==> src/rtl/alu_issue_ctrl_pkg.sv <==
// Shared constants for the ALU issue controller: opcodes, ALU select codes
// and the FSM state encoding.
package alu_issue_ctrl_pkg;

   localparam logic [2:0] OP_NEG = 3'b000;
   localparam logic [2:0] OP_ADD = 3'b001;
   localparam logic [2:0] OP_AND = 3'b010;
   localparam logic [2:0] OP_CLR = 3'b011;
   localparam logic [2:0] OP_LDI = 3'b100;

   localparam logic [1:0] SEL_NEG  = 2'b00;
   localparam logic [1:0] SEL_ADD  = 2'b01;
   localparam logic [1:0] SEL_AND  = 2'b10;
   localparam logic [1:0] SEL_ZERO = 2'b11;

   typedef enum logic [1:0] {
      ST_IDLE = 2'd0,
      ST_READ = 2'd1,
      ST_EXEC = 2'd2,
      ST_WB   = 2'd3
   } state_t;

endpackage

==> src/rtl/alu_regfile.sv <==
// NREG x DW register file: two combinational read ports, one synchronous
// write port, all entries cleared by the asynchronous reset.
module alu_regfile #(
   parameter int DW   = 8,
   parameter int NREG = 4,
   parameter int AW   = 2
) (
   input  logic          clk,
   input  logic          rst,
   input  logic [AW-1:0] ra1,
   input  logic [AW-1:0] ra2,
   output logic [DW-1:0] rd1,
   output logic [DW-1:0] rd2,
   input  logic          we,
   input  logic [AW-1:0] wa,
   input  logic [DW-1:0] wd
);

   logic [DW-1:0] regs [NREG];

   assign rd1 = regs[ra1];
   assign rd2 = regs[ra2];

   always_ff @(posedge clk or posedge rst) begin
      if (rst) begin
         for (int i = 0; i < NREG; i++) begin
            regs[i] <= '0;
         end
      end else if (we) begin
         regs[wa] <= wd;
      end
   end

endmodule

==> src/rtl/alu_issue_ctrl.sv <==
// Issue/writeback controller in front of an external 8-bit ALU: one
// instruction in flight, sequenced IDLE -> READ -> EXEC -> WB.
module alu_issue_ctrl
   import alu_issue_ctrl_pkg::*;
#(
   parameter int DW   = 8,
   parameter int NREG = 4,
   parameter int AW   = 2
) (
   input  logic          clk,
   input  logic          rst,
   input  logic          in_valid,
   output logic          in_ready,
   input  logic [2:0]    in_op,
   input  logic [AW-1:0] in_rd,
   input  logic [AW-1:0] in_rs1,
   input  logic [AW-1:0] in_rs2,
   input  logic [DW-1:0] in_imm,
   output logic [DW-1:0] alu_a,
   output logic [DW-1:0] alu_b,
   output logic [1:0]    alu_s,
   input  logic [DW-1:0] alu_y,
   output logic          res_valid,
   input  logic          res_ready,
   output logic [DW-1:0] res_data,
   output logic [AW-1:0] res_rd,
   output logic          res_zero,
   output logic          res_err,
   output logic          busy
);

   state_t        state_q, state_d;
   logic [1:0]    sel_q;
   logic [AW-1:0] rs1_q, rs2_q;
   logic [DW-1:0] rf_rd1, rf_rd2;
   logic          accept, wb_fire, rf_we;

   // Both ports transfer on the rising edge where valid and ready are high;
   // the result port holds all res_* fields stable until that edge.
   assign in_ready  = (state_q == ST_IDLE);
   assign accept    = in_valid & in_ready;
   assign res_valid = (state_q == ST_WB);
   assign wb_fire   = res_valid & res_ready;
   assign busy      = (state_q != ST_IDLE);
   assign res_zero  = res_valid && (res_data == '0);
   assign rf_we     = wb_fire & ~res_err;

   alu_regfile #(.DW(DW), .NREG(NREG), .AW(AW)) u_rf (
      .clk (clk),
      .rst (rst),
      .ra1 (rs1_q),
      .ra2 (rs2_q),
      .rd1 (rf_rd1),
      .rd2 (rf_rd2),
      .we  (rf_we),
      .wa  (res_rd),
      .wd  (res_data)
   );

   always_ff @(posedge clk or posedge rst) begin
      if (rst) begin
         state_q <= ST_IDLE;
      end else begin
         state_q <= state_d;
      end
   end

   always_comb begin
      state_d = state_q;
      case (state_q)
         ST_IDLE: begin
            if (accept) begin
               // Opcodes with bit 2 clear go through the ALU; LDI and illegal
               // codes produce their result directly.
               state_d = in_op[2] ? ST_WB : ST_READ;
            end
         end
         ST_READ: state_d = ST_EXEC;
         ST_EXEC: state_d = ST_WB;
         ST_WB: begin
            if (wb_fire) begin
               state_d = ST_IDLE;
            end
         end
         default: state_d = ST_IDLE;
      endcase
   end

   always_ff @(posedge clk or posedge rst) begin
      if (rst) begin
         sel_q    <= SEL_ZERO;
         rs1_q    <= '0;
         rs2_q    <= '0;
         alu_a    <= '0;
         alu_b    <= '0;
         alu_s    <= SEL_ZERO;
         res_data <= '0;
         res_rd   <= '0;
         res_err  <= 1'b0;
      end else begin
         if (accept) begin
            sel_q  <= in_op[1:0];
            rs1_q  <= in_rs1;
            rs2_q  <= in_rs2;
            res_rd <= in_rd;
            if (!in_op[2]) begin
               res_err <= 1'b0;
            end else if (in_op == OP_LDI) begin
               res_data <= in_imm;
               res_err  <= 1'b0;
            end else begin
               res_data <= '0;
               res_err  <= 1'b1;
            end
         end
         if (state_q == ST_READ) begin
            alu_a <= rf_rd1;
            alu_b <= rf_rd2;
            alu_s <= sel_q;
         end
         if (state_q == ST_EXEC) begin
            res_data <= alu_y;
         end
      end
   end

endmodule

==> config.mk <==
export PLATFORM = sky130hd
export DESIGN_NAME = alu_issue_ctrl
export DESIGN_NICKNAME = d
export VERILOG_FILES = /design/src/rtl/alu_issue_ctrl_pkg.sv /design/src/rtl/alu_regfile.sv /design/src/rtl/alu_issue_ctrl.sv
export SDC_FILE = /design/constraint.sdc
export NUM_CORES = 1
export LEC_CHECK = 0
export CAP_MARGIN = 5
export CORE_MARGIN = 1.5
export CORE_UTILIZATION = 25
export CTS_CLUSTER_DIAMETER = 80
export DETAILED_ROUTE_END_ITERATION = 7
export PLACE_DENSITY = 0.45
export SLEW_MARGIN = 15
export SYNTH_ARGS = -nofsm -noshare
export SYNTH_HDL_FRONTEND = slang
export SYNTH_SLANG_ARGS = --single-unit
==> constraint.sdc <==
create_clock -name clk -period 2.14 [get_ports clk]
set_clock_uncertainty 0.1 [all_clocks]
set_input_delay 0.428 -clock clk [delete_from_list [all_inputs] [get_ports clk]]
set_output_delay 0.428 -clock clk [all_outputs]
set_load 0.01 [all_outputs]
# ---- After elaboration in Yosys (flattened, before gate mapping)
# Cells that the tools add are included.
dict set report totals {
  out_inout_bits 33
  wordCells 59
  inputBits 29
  reg_bits 69
}
dict set report classes {
  n_mux 19
  eq_ne 6
  n_bitwise 7
  order_cmp 4
  n_reduce_logical 9
}
# operator n
set op_table {}
lappend op_table {{$mux W8} 9}
lappend op_table {{$bmux W8 S2} 2}
lappend op_table {{$bwmux W32} 1}
lappend op_table {{$demux W8 S2} 1}
lappend op_table {{$ge A3 B3 Y1 const B} 3}
lappend op_table {{$not A2 Y3} 3}
lappend op_table {{$logic_not A8 Y1} 1}
lappend op_table {{$pmux W2 S4} 1}
lappend op_table {{$mux W2} 3}
lappend op_table {{$reduce_bool A2 Y1} 3}
lappend op_table {{$eq A2 B2 Y1 const B} 2}
lappend op_table {{$ne A2 B1 Y1 const B} 2}
lappend op_table {{$reduce_and A2 Y1} 2}
lappend op_table {{$and A1 B1 Y1} 3}
lappend op_table {{$eq A3 B3 Y1 const B} 1}
lappend op_table {{$lt A3 B1 Y1 const B} 1}
lappend op_table {{$eq A2 B1 Y1 const B} 1}
lappend op_table {{$logic_and A1 B1 Y1} 2}
lappend op_table {{$logic_not A2 Y1} 1}
lappend op_table {{$mux W1} 2}
lappend op_table {{$not A1 Y1} 1}

# ---- Depth between registers and ports, before layout
dict set report logic_depth {
  word_depth 6
  ltp_mapped 6
  ltp_nobuf 5
}

# ---- By module
# Synthesis repeated with hierarchy kept, for this count alone.
dict set report hier_totals {
  cells_unflattened 207
  hier_area_um2 3218.1
}
# mod cells_per_inst instances seq_area_each_um2 area_each_um2
set modules_own_cells {}
lappend modules_own_cells {alu_issue_ctrl 118 1 930.9 1621.6}
lappend modules_own_cells {alu_regfile 89 1 800.8 1596.5}

# ---- Worst setup path before layout
# OpenSTA, ideal clock, no wires.
dict set report synth_timing {
  path_type {register -> register}
  start {reg state_q[0]}
  end {reg u_rf.regs[24] (netlist bit)}
  t_arrival_ns 1.581
  setup_slack_ns 0.334
  setup_ns 0.125
  path_buffers 1
  path_stages_with_launch 6
  period_less_slack_ns 1.806
  required_time_ns 1.915
  path_cell_list {dfrtp_1 -> ha_1 -> nand2_1 -> or4_1 -> buf_6 -> mux2_4}
}
dict set report synth_via {
  elab_chain_len 3
}
# item line
set synth_lines {}
lappend synth_lines {{start, declared} alu_issue_ctrl.sv:32} ;# state_t state_q, state_d;
lappend synth_lines {{start signal, assigned} alu_issue_ctrl.sv:64} ;# state_q <= state_d;
lappend synth_lines {{$eq A2 B2 Y1} alu_issue_ctrl.sv:42} ;# assign res_valid = (state_q == ST_WB);
lappend synth_lines {{named net res_valid} alu_issue_ctrl.sv:23} ;# output logic res_valid,
lappend synth_lines {{$and A1 B1 Y1} alu_issue_ctrl.sv:43} ;# assign wb_fire = res_valid & res_ready;
lappend synth_lines {{$and A1 B1 Y1} alu_issue_ctrl.sv:46} ;# assign rf_we = wb_fire & ~res_err;
lappend synth_lines {{end signal, assigned by index} alu_regfile.sv:30} ;# regs[wa] <= wd;
lappend synth_lines {{end, declared} alu_regfile.sv:19} ;# logic [DW-1:0] regs [NREG];
# The timed path passes the listed nets, and every way through them passes these cells.
# A chain may end at the register's enable or synchronous reset.

# ---- Worst setup path after layout
dict set report layout_timing {
  start {reg state_q[0]}
  end {out in_ready}
}
dict set report layout_via {
  elab_chain_len 1
}
# item line
set layout_lines {}
lappend layout_lines {{$logic_not A2 Y1} alu_issue_ctrl.sv:40} ;# assign in_ready = (state_q == ST_IDLE);
lappend layout_lines {{end, declared} alu_issue_ctrl.sv:13} ;# output logic in_ready,
# Every way passes these cells.

==> summary.md <==
| Metric | Value |
|---|---|
| Run status | finished clean |
| Final clock period utilization by the worst path | 94.40% |
| Total wirelength of the detailed-routed design | between 8000 and 9000 um |
| Timing-limited maximum frequency | between 0.4 and 0.5 GHz |
| Detail-routed net length per standard cell | ~16 um |
| DPL Wire Length | ~5800 um |
| Slowest cell on the critical path | dfrtp_1 |
| Arrival time of the worst setup path | roughly 1500 ps |
| Boundary Pins | 62 |
| Power density of the placed cells | around 1500 nW/um^2 |
| Cell count of the worst hold path | 1 |
| Vias per inst | 4.397 |
| Synth Cell Area | roughly 3300 um^2 |
| Standard cell core area | between 10000 and 15000 um^2 |
| Standard-cell row count | 41 |
| Vias after detailed routing | ~2300 |
| Post-route DRC violation count | 0 |
| Worst-case hold path end point | rs2_q[0] |
| Transition time of the tightest slew-check pin | about 500 ps |
| First-pass GRT wire length | approximately 13000 um |
| Die outline width | approximately 120 um |
| Delay of the slowest critical-path stage | around 380 ps |
| Count of distinct cell types in the synthesized netlist | 29 |
| Largest delay contributor family on the critical path | buffers and inverters |
| DRT iter0 DRCs | around 70 |
| Number of nets at the end of the flow | 374 |
| Crit-path max FO | 5 |
| Count of endpoints failing hold in the final timing report | 0 |
| Die height | about 120 um |
| Overall overflow remaining after global route | 0 |
| Cell accounting for the most synthesized area | dfrtp_1 |
| Kind of end point of the critical path | primary output |
| Flop and latch count out of synthesis | 69 |
| Overall track demand over capacity in global routing | between 10 and 15% |
| CTS H-Tree Depth | 3 |
| Clock transition at the registers of the reported paths | approximately 60 ps |
| Final-layout setup total negative slack | 0 ps |
| # placed instances | ~500 |
| Count of antenna-violating nets left after detailed routing | 0 |
| Clock tree sinks | 69 |
| Worst r2r dst | u_rf.regs[31] |
| Largest net degree at the start of global routing | 70 |
| Register-to-register setup slack | about 250 ps |
| Part of the Yosys area used for sequential elements | a little over half |
| CP Cell Sequence | buf_4 > inv_1 > ha_1 > dlygate4sd2_1 |
| Hold Crit Class | flip-flop to flip-flop |
| Initial antenna violation count | 0 |
| Required time worst endpoint | approximately 1600 ps |
| CTS tree | built |
| Initial Utilization | between 20% and 30% |
| Register-to-Register Path Depth | 6 |
| Post-CTS setup-driven buffer insertion count | 0 |
| Synthesized area per cell | around 13 um^2 |
| Final max-slew violation count | 0 |
| Kind of start point of the critical path | flip-flop |
| Number of buffers inserted by port buffering | between 60 and 70 |
| Yosys warning count | 0 |
| Worst-case headroom to the max-slew limit | about two thirds |
| Count of mapped cells out of synthesis | approximately 260 |
| Unrepaired setup endpoints after global routing | no |
| Vias in the first global route | roughly 2500 |
| Reg-to-reg startpoint | state_q[1] |
| Post-layout power | approximately 6.8 mW |
| Largest cells by area after synthesis | dfrtp_1 (49%), mux2_2 (17%), mux2i_1 (4.9%) |
| Worst min-delay path startpoint | rs2_q[0] |
| Antenna Cells | 0 |
| Routability congestion estimate from global placement | ~0.70 |
| Peak supply drop | 0.0006791 V |
| Share of post-route cells with drive strength above 1 | roughly 31% |
| Net Count, Synth | between 200 and 300 |
| Die area | between 10000 and 15000 um^2 |
| Static Leak | between 2 and 2.5 nW |
| Number of buffer and inverter instances along the worst setup path | 3 |
| Max Root-Sink Buffers | 2 |
| First-pass iteration count of the detailed router | 3 |
| Classification of the worst setup path | flip-flop to primary output |
| Maximum Capacitance Violations | 0 |
| Final-report setup violation count | 0 |
| Post-synth top area share | 49.35% |
| Area delta synth->final | 40.43% |
| Count of placed standard cells in the final layout, fillers left out | a little over 500 |
| Cts bufs inserted | 9 |
| Worst-skew pair later-pin latency | between 300 and 400 ps |
| CTS Root Cell | clkbuf_16 |
| Final critical path time including I/O delays and setup | 2020 ps |
## worst register-to-register path, stage by stage (launching register included)
cell and delay [ps]:
dfrtp_1 370, ha_2 200, buf_4 120, nand2_1 70
or4_1 400, buf_4 200, mux2_4 300
## area by class of cell
| type | count | area, um^2 |
|---|---|---|
| Multi-Input combinational cell | 169 | 1480 |
| Sequential cell | 69 | 1732 |
| Clock buffer | 13 | 270.3 |
| Tap cell | 172 | 215.2 |
| Clock inverter | 3 | 90.09 |
| Timing Repair Buffer | 86 | 818.3 |
| Inverter | 5 | 22.52 |
| Fill cell | 1322 | 8094 |
## registers in the layout, indices dropped and copies added, names as in the netlist
| signal | count |
|---|---|
| alu_a | 8 |
| alu_b | 8 |
| alu_s | 2 |
| res_data | 8 |
| res_err | 1 |
| res_rd | 2 |
| rs1_q | 2 |
| rs2_q | 2 |
| sel_q | 2 |
| state_q | 2 |
| u_rf.regs | 32 |
## metrics by stage
step,utilization [%],hold WS [ps],setup WS [ps],area (um^2)
floorplan,-,390.5,334.1,3299
global placement,33.57,397.6,-29.19,4270
detailed placement,33.57,408.0,-28.93,4270
CTS,36.37,418.3,7.721,4627
global route,36.38,449.9,38.37,4628
finish,36.38,416.2,119.8,4628
## worst max path at each step
stage / startpoint / endpoint / slack [ps] / cells after the start
5_1_grt: state_q[0] / in_ready / 40 / 4
3_3_place_gp: res_ready / u_rf.regs[26] / -30 / 5
6_report: state_q[0] / in_ready / 120 / 4
2_1_floorplan: state_q[0] / u_rf.regs[24] / 330 / 5
3_5_place_dp: res_ready / u_rf.regs[25] / -30 / 5
4_1_cts: res_data[2] / res_zero / 8 / 4
## logic make-up (layout without fill, tap and decap cells)
logic type               after synthesis  count (layout)  share of synthesized area [%]
AO/OA/AOI/OAI                         45              45                          8.277
adder cells (fa/ha/maj)                5               5                          1.898
buffers and inverters                 18             107                          2.620
flip-flops                            69              69                          52.54
multiplexers                          74              74                          25.59
AND/OR/NAND/NOR                       45              45                          9.074
## per-layer routing
layer | routed length (um) | vias up | share of wire (%) | global-route usage [%]
met1 | 3863 | 1105 | 47 | 16.42
met3 | 359 | 13 | 4.4 | 3.052
met5 | 0 | - | 0 | 0
li1 | - | 1100 | - | -
met4 | 195 | 0 | 2.4 | 5.869
met2 | 3761 | 55 | 46 | 20.14
## cell usage in the layout (no fill, tap or decap), drive strengths merged, types with 2 or more instances in the layout
| cell | instances |
|---|---|
| a221o | 8 |
| bufinv | 3 |
| dfrtp | 65 |
| dfstp | 4 |
| dlygate4sd2 | 2 |
| nor4 | 2 |
| clkdlybuf4s50 | 57 |
| clkbuf | 14 |
| a21oi | 17 |
| inv | 4 |
| nor2b | 20 |
| nor3b | 8 |
| buf | 25 |
| o21ai | 17 |
| mux2i | 16 |
| ha | 5 |
| nand2 | 6 |
| mux2 | 58 |
## report_power, final
part	internal, mW	leakage, nW	switching, mW
clock network	1.23	0.176	0.552
logic	1.54	1.01	1.24
registers	1.86	0.888	0.351
## synth_stat cells
cell	n
a21oi_1	17
a221o_1	8
a31oi_1	1
and3_1	1
buf_2	9
buf_6	1
clkbuf_1	3
dfrtp_1	65
dfstp_2	4
ha_1	5
inv_1	5
mux2_2	50
mux2_4	8
mux2i_1	16
nand2_1	6
nand2b_1	1
nand3_1	1
nand3b_1	1
nor2_2	1
nor2b_1	20
nor3_2	1
nor3b_1	8
nor4_1	2
nor4b_4	1
o21ai_0	17
o22ai_1	1
o32a_1	1
or3_1	1
or4_1	1
## what timing repair did
item,in CTS,in global routing
hold buffers,0,0
resized for setup,3,5
cloned,0,0
setup endpoints to repair,3,2
Power figures use the tool's default switching activity.
